===== config.mk =====
export PLATFORM = sky130hd
export DESIGN_NAME = inst_fetch_queue_flat
export DESIGN_NICKNAME = d
export VERILOG_FILES = /design/src/rtl/inst_fetch_queue_pkg.sv /design/src/rtl/inst_fetch_queue_if.sv /design/src/rtl/inst_fetch_queue_fifo.sv /design/src/rtl/inst_fetch_queue.sv /design/src/flat_wrapper.sv
export SDC_FILE = /design/constraint.sdc
export NUM_CORES = 1
export LEC_CHECK = 0
export ABC_AREA = 1
export CAP_MARGIN = 25
export CORE_ASPECT_RATIO = 0.7
export CORE_UTILIZATION = 51
export CTS_CLUSTER_DIAMETER = 80
export CTS_CLUSTER_SIZE = 40
export DETAILED_ROUTE_END_ITERATION = 16
export PLACE_DENSITY = 0.82
export SLEW_MARGIN = 20
export SYNTH_ARGS = -nofsm -noshare
export SYNTH_HDL_FRONTEND = slang
export SYNTH_HIERARCHICAL = 1
export SYNTH_SLANG_ARGS = --single-unit

===== constraint.sdc =====
create_clock -name CLK -period 9.3 [get_ports CLK]
set_input_delay 0.93 -clock CLK [delete_from_list [all_inputs] [get_ports CLK]]
set_output_delay 0.93 -clock CLK [all_outputs]
set_load 0.02 [all_outputs]

===== src/rtl/inst_fetch_queue_pkg.sv =====
// Shared types and constants for the prefetching instruction fetch queue.
package inst_fetch_queue_pkg;

  localparam logic [31:0] NOP_INST = 32'h0;
  localparam logic [31:0] PC_STEP  = 32'd4;

  typedef enum logic [1:0] {
    IFQ_IDLE    = 2'd0,
    IFQ_WAIT    = 2'd1,
    IFQ_DISCARD = 2'd2
  } ifq_state_e;

  typedef struct packed {
    logic [31:0] pc;
    logic [31:0] inst;
  } ifq_entry_t;

endpackage


===== src/rtl/inst_fetch_queue_if.sv =====
// Instruction memory req/ack bus; master is the fetch unit, slave is the memory.
interface inst_fetch_queue_if;
  logic        mem_req;
  logic [31:0] mem_addr;
  logic        mem_ack;
  logic [31:0] mem_rdata;

  modport master (
    output mem_req,
    output mem_addr,
    input  mem_ack,
    input  mem_rdata
  );

  modport slave (
    input  mem_req,
    input  mem_addr,
    output mem_ack,
    output mem_rdata
  );
endinterface


===== src/rtl/inst_fetch_queue_fifo.sv =====
// ifq_fifo: DEPTH x {pc, inst} circular buffer with push, pop and a flush that wins over both.
module ifq_fifo
  import inst_fetch_queue_pkg::*;
#(
  parameter int unsigned DEPTH = 4,
  localparam int unsigned PW = $clog2(DEPTH),
  localparam int unsigned CW = PW + 1
) (
  input  logic          clk,
  input  logic          rst_n,
  input  logic          push,
  input  logic          pop,
  input  logic          flush,
  input  ifq_entry_t    wdata,
  output ifq_entry_t    rdata,
  output logic [CW-1:0] count,
  output logic          empty
);

  ifq_entry_t    store [DEPTH];
  logic [PW-1:0] head;
  logic [PW-1:0] tail;

  always_ff @(posedge clk or negedge rst_n) begin
    if (!rst_n) begin
      head  <= '0;
      tail  <= '0;
      count <= '0;
    end else if (flush) begin
      head  <= '0;
      tail  <= '0;
      count <= '0;
    end else begin
      if (push) tail <= tail + PW'(1);
      if (pop)  head <= head + PW'(1);
      case ({push, pop})
        2'b10:   count <= count + CW'(1);
        2'b01:   count <= count - CW'(1);
        default: ;
      endcase
    end
  end

  always_ff @(posedge clk) begin
    if (push && !flush) store[tail] <= wdata;
  end

  assign rdata = store[head];
  assign empty = (count == '0);

endmodule


===== src/rtl/inst_fetch_queue.sv =====
// Prefetching fetch stage: one outstanding req/ack fetch, results queued for IF/ID.
// Optional IFQ_BYPASS_EN forwards ack data straight to I_* when the queue is empty.
module inst_fetch_queue
  import inst_fetch_queue_pkg::*;
#(
  parameter int unsigned DEPTH    = 4,
  parameter logic [31:0] RESET_PC = 32'h0000_0000
) (
  input  logic                       CLK,
  input  logic                       Clrn,
  inst_fetch_queue_if.master         mem,
  input  logic                       stall,
  input  logic                       redirect,
  input  logic [31:0]                redirect_pc,
  output logic [31:0]                I_PC,
  output logic [31:0]                I_PC4,
  output logic [31:0]                I_Inst,
  output logic                       I_Valid
);

  localparam int unsigned CW  = $clog2(DEPTH) + 1;
  localparam int unsigned CW1 = CW + 1;
  localparam logic [CW:0] DEPTH_W = CW1'(DEPTH);

  ifq_state_e  state, state_n;
  logic [31:0] fetch_pc, fetch_pc_n;
  logic [31:0] redir_pc, redir_pc_n;
  logic        push, pop, room, bypass_take;
  logic [CW-1:0] count;
  logic [CW:0]   count_n;
  logic        empty;
  ifq_entry_t  head, wentry;

  assign mem.mem_req  = (state != IFQ_IDLE);
  assign mem.mem_addr = fetch_pc;

`ifdef IFQ_BYPASS_EN
  logic bypass;
  assign bypass      = empty && (state == IFQ_WAIT) && mem.mem_ack && !redirect;
  assign bypass_take = bypass && !stall;
`else
  assign bypass_take = 1'b0;
`endif

  assign push   = (state == IFQ_WAIT) && mem.mem_ack && !redirect && !bypass_take;
  assign pop    = !empty && !stall && !redirect;
  assign wentry = '{pc: fetch_pc, inst: mem.mem_rdata};

  // Room looks at next cycle's occupancy; a redirect flushes, so it always leaves room.
  always_comb begin
    if (redirect) count_n = '0;
    else          count_n = {1'b0, count} + CW1'(push) - CW1'(pop);
    room = (count_n < DEPTH_W);
  end

  always_comb begin
    state_n    = state;
    fetch_pc_n = fetch_pc;
    redir_pc_n = redir_pc;
    case (state)
      IFQ_IDLE: begin
        if (redirect)  fetch_pc_n = redirect_pc;
        else if (room) state_n    = IFQ_WAIT;
      end
      IFQ_WAIT: begin
        if (redirect) begin
          if (mem.mem_ack) begin
            fetch_pc_n = redirect_pc;
          end else begin
            redir_pc_n = redirect_pc;
            state_n    = IFQ_DISCARD;
          end
        end else if (mem.mem_ack) begin
          fetch_pc_n = fetch_pc + PC_STEP;
          if (!room) state_n = IFQ_IDLE;
        end
      end
      IFQ_DISCARD: begin
        if (redirect) redir_pc_n = redirect_pc;
        if (mem.mem_ack) begin
          fetch_pc_n = redirect ? redirect_pc : redir_pc;
          state_n    = IFQ_WAIT;
        end
      end
      default: state_n = IFQ_IDLE;
    endcase
  end

  always_ff @(posedge CLK or negedge Clrn) begin
    if (!Clrn) begin
      state    <= IFQ_IDLE;
      fetch_pc <= RESET_PC;
      redir_pc <= RESET_PC;
    end else begin
      state    <= state_n;
      fetch_pc <= fetch_pc_n;
      redir_pc <= redir_pc_n;
    end
  end

  ifq_fifo #(.DEPTH(DEPTH)) u_fifo (
    .clk   (CLK),
    .rst_n (Clrn),
    .push  (push),
    .pop   (pop),
    .flush (redirect),
    .wdata (wentry),
    .rdata (head),
    .count (count),
    .empty (empty)
  );

  always_comb begin
    I_Valid = !empty;
    I_PC    = empty ? fetch_pc : head.pc;
    I_Inst  = empty ? NOP_INST : head.inst;
`ifdef IFQ_BYPASS_EN
    if (bypass) begin
      I_Valid = 1'b1;
      I_PC    = fetch_pc;
      I_Inst  = mem.mem_rdata;
    end
`endif
    I_PC4 = I_PC + PC_STEP;
  end

endmodule


===== src/flat_wrapper.sv =====
// flat-port wrapper written by rule: the top's interface ports become plain ports
module inst_fetch_queue_flat import inst_fetch_queue_pkg::*;
#(
  parameter int unsigned DEPTH    = 4,
  parameter logic [31:0] RESET_PC = 32'h0000_0000
)
  (CLK, Clrn, stall, redirect, redirect_pc, I_PC, I_PC4, I_Inst, I_Valid, mem_mem_req, mem_mem_addr, mem_mem_ack, mem_mem_rdata);
  inst_fetch_queue_if mem_i ();
  input  logic CLK;
  input  logic Clrn;
  input  logic stall;
  input  logic redirect;
  input  logic [31:0] redirect_pc;
  output logic [31:0] I_PC;
  output logic [31:0] I_PC4;
  output logic [31:0] I_Inst;
  output logic I_Valid;
  output wire logic [$bits(mem_i.mem_req)-1:0] mem_mem_req;
  output wire logic [$bits(mem_i.mem_addr)-1:0] mem_mem_addr;
  input wire logic [$bits(mem_i.mem_ack)-1:0] mem_mem_ack;
  input wire logic [$bits(mem_i.mem_rdata)-1:0] mem_mem_rdata;
  assign mem_mem_req = mem_i.mem_req;
  assign mem_mem_addr = mem_i.mem_addr;
  assign mem_i.mem_ack = mem_mem_ack;
  assign mem_i.mem_rdata = mem_mem_rdata;
  inst_fetch_queue #(.DEPTH(DEPTH), .RESET_PC(RESET_PC)) u_core (.CLK(CLK), .Clrn(Clrn), .mem(mem_i), .stall(stall), .redirect(redirect), .redirect_pc(redirect_pc), .I_PC(I_PC), .I_PC4(I_PC4), .I_Inst(I_Inst), .I_Valid(I_Valid));
endmodule

==> results of run 1 <==
path summary, 6_finish.rpt:
path | cells after the start | slack (ns) | start | end
min in group CLK | 2 | 0.54 | u_core/redir_pc[18] | u_core/redir_pc[18]
setup reg to reg | 7 | 6.15 | u_core/state[1] | u_core/u_fifo/store[1][10]
max in group asynchronous | 2 | 7.88 | Clrn | u_core/u_fifo/head[0]
hold / removal | 1 | 0.22 | Clrn | u_core/mem.mem_addr[17]
setup / recovery | 13 | 3.57 | u_core/u_fifo/head[0] | I_PC4[26]
hold reg to reg | 2 | 0.54 | u_core/redir_pc[18] | u_core/redir_pc[18]
stage by stage:
stage	util, %	setup WS [ns]	hold WS, ns	cell area, sq um	instances
2_1_floorplan	-	4.68	0.489	16100	1721
3_3_place_gp	59.9	4.34	0.502	18300	2256
3_5_place_dp	59.9	4.24	0.520	18300	2256
4_1_cts	61.5	3.64	0.220	18800	2280
5_1_grt	61.5	3.31	0.226	18800	2281
6_report	61.5	3.57	0.223	18800	2281
power groups by stage:
stage	Combinational, mW	Clock [mW]	Sequential [mW]
detailed placement	3.14	0	2.15
floorplan	1.76	0	2.12
global route	3.43	0.880	2.15
CTS	3.15	0.839	2.12
finish	3.20	0.830	2.13
global placement	3.09	0	2.14
state kept, by name, indices dropped and copies added, names as in the netlist:
name	flops
u_core/mem.mem_addr	32
u_core/redir_pc	32
u_core/state	2
u_core/u_fifo/count	3
u_core/u_fifo/head	2
u_core/u_fifo/store	256
u_core/u_fifo/tail	2
layout by cell type, fill, tap and decap left out, types with 15 or more instances in the layout:
cell,synthesis,layout
buf_4,10,16
o21ai_0,162,162
nor2_1,305,301
clkbuf_16,0,15
nand3_1,53,53
o21ai_1,64,64
o22ai_1,66,65
inv_1,150,150
nand2_1,277,277
clkdlybuf4s50_1,0,197
a21oi_1,84,84
dfrtp_1,73,72
xor2_1,32,32
edfxtp_1,256,256
cell families after synthesis:
| group | Yosys count | synth area share [%] |
|---|---|---|
| xor gates and xnor gates | 33 | 1.80 |
| AOI/OAI and AO/OA | 428 | 14.7 |
| DFF | 329 | 59.2 |
| and+or+nand+nor | 662 | 16.4 |
| adders and majority gates | 15 | 1.21 |
| buffers and inverters | 254 | 6.77 |
layer usage:
metal  share of wire, %  global-route usage [%]  wire length (um)  vias up
met3                 12                    6.20              5350       97
li1                   -                       -                 -     6117
met2                 45                    43.9             20400      758
met5                  0                       0                 0        -
met1                 39                    38.3             18000     6317
met4                3.9                    10.7              1770        0
final cells by class:
class	instances	area (sq um)	share of cell area [%]
Clock buffer	17	383	2.04
Inverter	165	622	3.31
Clock inverter	7	124	0.660
Sequential cell	329	9520	50.7
Tap cell	412	515	2.75
Timing Repair Buffer	213	2090	11.1
Multi-Input combinational cell	1138	5520	29.4
==> flow_summary_export.csv, run 1 <==
group,metric,value,unit
clock_network,cts_sinks,329,
floorplanning,start_util,52.7,%
synthesis,synth.top_cells.by_count,"nor2_1, nand2_1, edfxtp_1, o21ai_0, inv_1",
worst_setup_path,cp-end-kind,"output pin",
clock_network,cts_tree,"yes",
worst_setup_path,path_buf_inv,4,
synthesis,synth_top_area_share,47.8,%
route,vias,13289,
global_routing,grt_pass1_vias,12633,
worst_setup_path,cp-start-kind,"flip-flop",
floorplanning,num_rows,53,
route,final_antenna_net_count,0,
clock_network,ctsResizeCount,0,
power,p_clk_share,13.5,%
floorplanning,num_io_pins,199,
route,viasPerCell,5.83,
floorplanning,die_h,151,um
worst_setup_path,required,8.37,ns
hold_path,min_path_type,"in2async",
timing,fmax,175,MHz
placement,gp_congestion,0.964,
clock_network,cts_setup_buffers,0,
synthesis,ys.flop_type,"edfxtp_1",
route,first_pass_iters,6,
timing,hold_viol_final,0,
global_routing,grt_pass1_wl,70.0,mm
synthesis,yosysWarnings,6,
clock_network,cts_buffer_depth,3,
worst_setup_path,worstPathArrival,4.80,ns
timing,fin_crit_sh,61.6,%
power,max-vdd-ir-drop,0.000204,V
worst_setup_path,crit_slowest_cell,"buf_4",
clock_network,htreeDepth,1,
route,drt_drc_violations_left,0,
power,switchingPower,2.84,mW
synthesis,ys_types,38,
timing,max-slew-margin-rel,21.1,%
clock_network,clkSlewWorstSetupHoldPaths,0.14,ns
synthesis,ys_ff_latch,329,
placement,port_buffers,198,
global_routing,grt_max_degree,98,
global_routing,grt.overflow.total,0,
worst_setup_path,path_delay_family,"buffers and inverters",
timing,fin_crit,5.73,ns
global_routing,antenna_found_initial,0,
floorplanning,die_w,214,um
route,drtIter0Drc,1609,
floorplanning,dieArea,32200,sq um
power,leakage,7.11,nW
synthesis,synth.net_count,1805,
power,share_seq_of_total_power,34.5,%
status,outcome,"finished, final reports clean",
run,max_cap_viol_count,0,
synthesis,synth_edf_count,256,
route,wl_per_cell,20.0,um
power,power.internal,3.32,mW
floorplanning,coreArea,30500,sq um
cells_and_area,synthToLayoutAreaGrowth,16.8,%
synthesis,yosys-top-cells-area,"edfxtp_1, dfrtp_1, nor2_1, nand2_1, o21ai_0",
worst_setup_path,cp_cell_sequence,"buf_4 > o21ai_0 > o22ai_1 > o21ai_2 > inv_1 > ha_1 > nand2_1 > nor2_2 > inv_2 > nor2_2 > nand3_1 > xnor2_1 > clkdlybuf4s50_1",
placement,hpwl,30.1,mm
power,power_density,328,nW/um^2
timing,tns,0,ns
synthesis,syn_area,16100,sq um
clock_network,clk_latency,0.53,ns
timing,setup_viol,0,
cells_and_area,layout-drive-gt1-share,3.91,%
clock_network,clk_root_buffer_cell,"clkbuf_16",
global_routing,grt_usage,28.0,%
timing,skew,0.0196,ns
synthesis,synth.largest_area_cell,"edfxtp_1",
power,totalPowerFinal,6.16,mW
cells_and_area,antenna_cells,0,
power,p_sw_share,46.1,%
route,wl,45.5,mm
power,power_frac_comb,52.0,%
timing,worstMarginPinSlew,1.17,ns
synthesis,synth.avg_cell_area,9.34,sq um
synthesis,async_reset_ff_share,22.2,%
worst_setup_path,cpMostUsedCell,"nor2_2",
synthesis,post-synth-top-count-cell,"nor2_1",
synthesis,synth-seq-area-share,59.2,%
timing,slew_violations,0,
clock_network,cts_hold_buf,0,
clock_network,cts-buffers-inserted,14,
cells_and_area,fillers,2494,
worst_setup_path,cp_max_fo,97,
cells_and_area,nets,1945,
synthesis,synthCells,1721,
worst_setup_path,slowest_delay,0.80,ns
worst_setup_path,critical_path_class,"reg2out",
timing,rsz0062_at_grt,"false",
Note: power is estimated with default switching activity, not from simulation.
==> run 2: changes to the inputs <==
- PLACE_DENSITY: 0.82 -> 0.85
- clock period: 9.3 -> 4.6 ns (I/O delays scaled with it)
==> flow_summary_export.csv, run 2 (same netlist as run 1, synthesis figures left out) <==
group,metric,value,unit
clock_network,cts-buffers-inserted,13,
global_routing,gr-usage-met3,4.36,%
clock_network,cts_tree,"yes",
timing,setup_viol,0,
worst_setup_path,regToRegSetupSlack,1.39,ns
clock_network,cts_buffer_depth,3,
worst_setup_path,cp_max_fo,38,
route,final_antenna_net_count,0,
global_routing,grt_max_degree,65,
power,leakage,7.18,nW
cells_and_area,layout-drive-gt1-share,4.67,%
floorplanning,coreArea,30500,sq um
global_routing,grt_pass1_wl,72.0,mm
worst_setup_path,cp_cell_sequence,"inv_4 > buf_12 > nor2_1 > o22ai_1 > nand2_1 > nand2_1 > ha_1 > nand2_1 > nor2_2 > inv_2 > nor3_2 > nand3_1 > nand2_1 > clkdlybuf4s50_1",
timing,skew,0.0401,ns
worst_setup_path,critical_path_class,"reg2out",
cells_and_area,synthToLayoutAreaGrowth,17.6,%
power,power_density,658,nW/um^2
timing,rsz0062_at_grt,"false",
route,viasPerCell,5.86,
clock_network,cts_sinks,329,
timing,hold_viol_final,0,
floorplanning,die_w,214,um
cells_and_area,nets,1962,
clock_network,clk_latency,0.53,ns
power,max-vdd-ir-drop,0.000406,V
placement,dp_slack,0.623,ns
timing,slew_violations,0,
route,first_pass_iters,6,
route,wl,47.5,mm
route,wl_per_cell,20.7,um
placement,hpwl,32.5,mm
route,drt_drc_violations_left,0,
timing,tns,0,ns
worst_setup_path,worstPathArrival,3.87,ns
timing,fin_crit_sh,94.1,%
clock_network,clk_root_buffer_cell,"clkbuf_16",
global_routing,grt_usage,28.9,%
clock_network,htreeDepth,1,
global_routing,grt.overflow.total,0,
global_routing,antenna_found_initial,0,
route,vias,13463,
hold_path,min_path_type,"in2async",
worst_setup_path,cp-end-kind,"output pin",
floorplanning,start_util,52.7,%
floorplanning,num_rows,53,
worst_setup_path,cpMostUsedCell,"nand2_1",
floorplanning,dieArea,32200,sq um
global_routing,grt_pass1_vias,12769,
route,drtIter0Drc,1657,
timing,setup_ws,0.269,ns
cells_and_area,regMostFlops,"u_core/u_fifo/store",
floorplanning,num_io_pins,199,
floorplanning,die_h,151,um
cells_and_area,antenna_cells,0,
worst_setup_path,worstReg2RegStart,"u_core/state[1]",
worst_setup_path,worstRegToRegCells,7,
timing,max-slew-margin-rel,40.6,%
global_routing,busiest_layer,"met2",
cells_and_area,final_core_util,62.0,%
worst_setup_path,required,4.14,ns
worst_setup_path,cp-start-kind,"flip-flop",
timing,fin_crit,4.33,ns
worst_setup_path,reg2reg_to,"u_core/u_fifo/store[1][5]",
status,outcome,"finished, final reports clean",
cells_and_area,final_cell_mix,"nor2_1, nand2_1, edfxtp_1, clkdlybuf4s50_1, o21ai_0",
cells_and_area,final_common_cell,"nor2_1",
run,max_cap_viol_count,0,
timing,fmax,231,MHz
worst_setup_path,slowest_delay,0.61,ns
placement,port_buffers,198,
global_routing,met2_usage,46.6,%
timing,worstMarginPinSlew,0.891,ns
worst_setup_path,crit_slowest_cell,"dfrtp_4",
global_routing,met1_usage,39.7,%
clock_network,clkSlewWorstSetupHoldPaths,0.14,ns
cells_and_area,largest_reg_flops,256,
placement,gp_congestion,0.957,
run 2: worst max path at each step:
| stage | endpoint | depth (start not counted) | from |
|---|---|---|---|
| floorplan | u_core/u_fifo/store[0][0] | 6 | u_core/state[1] |
| CTS | I_PC4[30] | 13 | u_core/u_fifo/head[0] |
| finish | I_PC4[30] | 14 | u_core/u_fifo/head[0] |
| global route | I_PC4[26] | 12 | u_core/u_fifo/count[0] |
| detailed placement | I_PC4[30] | 13 | u_core/u_fifo/head[0] |
| global placement | I_PC4[26] | 13 | u_core/u_fifo/head[0] |
run 2: area by class of cell:
type / count / area, sq um
sequential: 329 / 9520
timing repair buffer: 231 / 2310
clock buffer: 15 / 333
clock inverter: 7 / 86.3
inverter: 165 / 622
multi-input combinational: 1138 / 5520
tap: 412 / 515
fill: 2485 / 11600
run 2: per-stage QoR:
stage	instance area, sq um	std cells	power (mW)	hold WS [ns]
CTS	18900	2295	12.3	0.535
detailed placement	18400	2272	10.8	0.520
global route	18900	2297	13.0	0.555
global placement	18400	2272	10.7	0.505
finish	18900	2297	12.4	0.524
floorplan	16100	1721	7.84	0.164
run 2: per-layer routing:
| metal | vias to the layer above | routed length (um) |
|---|---|---|
| met1 | 6470 | 19500 |
| met5 | - | 0 |
| met4 | 0 | 1830 |
| met2 | 743 | 21900 |
| met3 | 91 | 4300 |
| li1 | 6159 | - |
run 2: repair_timing:
| item | 4_1_cts | 5_1_grt |
|---|---|---|
| endpoints found under the setup margin | 0 | 12 |
| setup buffers | 0 | 2 |
| endpoints found under the hold margin | 6 | 0 |
| hold buffers | 1 | 0 |
| gates resized for setup | 0 | 2 |
run 2: worst max-delay path, delay by kind of cell, from the launching register on:
kind	cells	cell delay, ns
compound gates	1	0.19
fa+ha+maj	1	0.29
simple gates	8	1.14
flops	1	0.61
buf+inv	4	1.07
run 2: where the power goes:
part	total (mW)	internal, mW	leakage (nW)	switching (mW)
Combinational	6.62	2.39	3.80	4.23
Sequential	4.29	3.73	3.17	0.566
Clock	1.53	0.575	0.206	0.954
Total	12.4	6.69	7.18	5.75
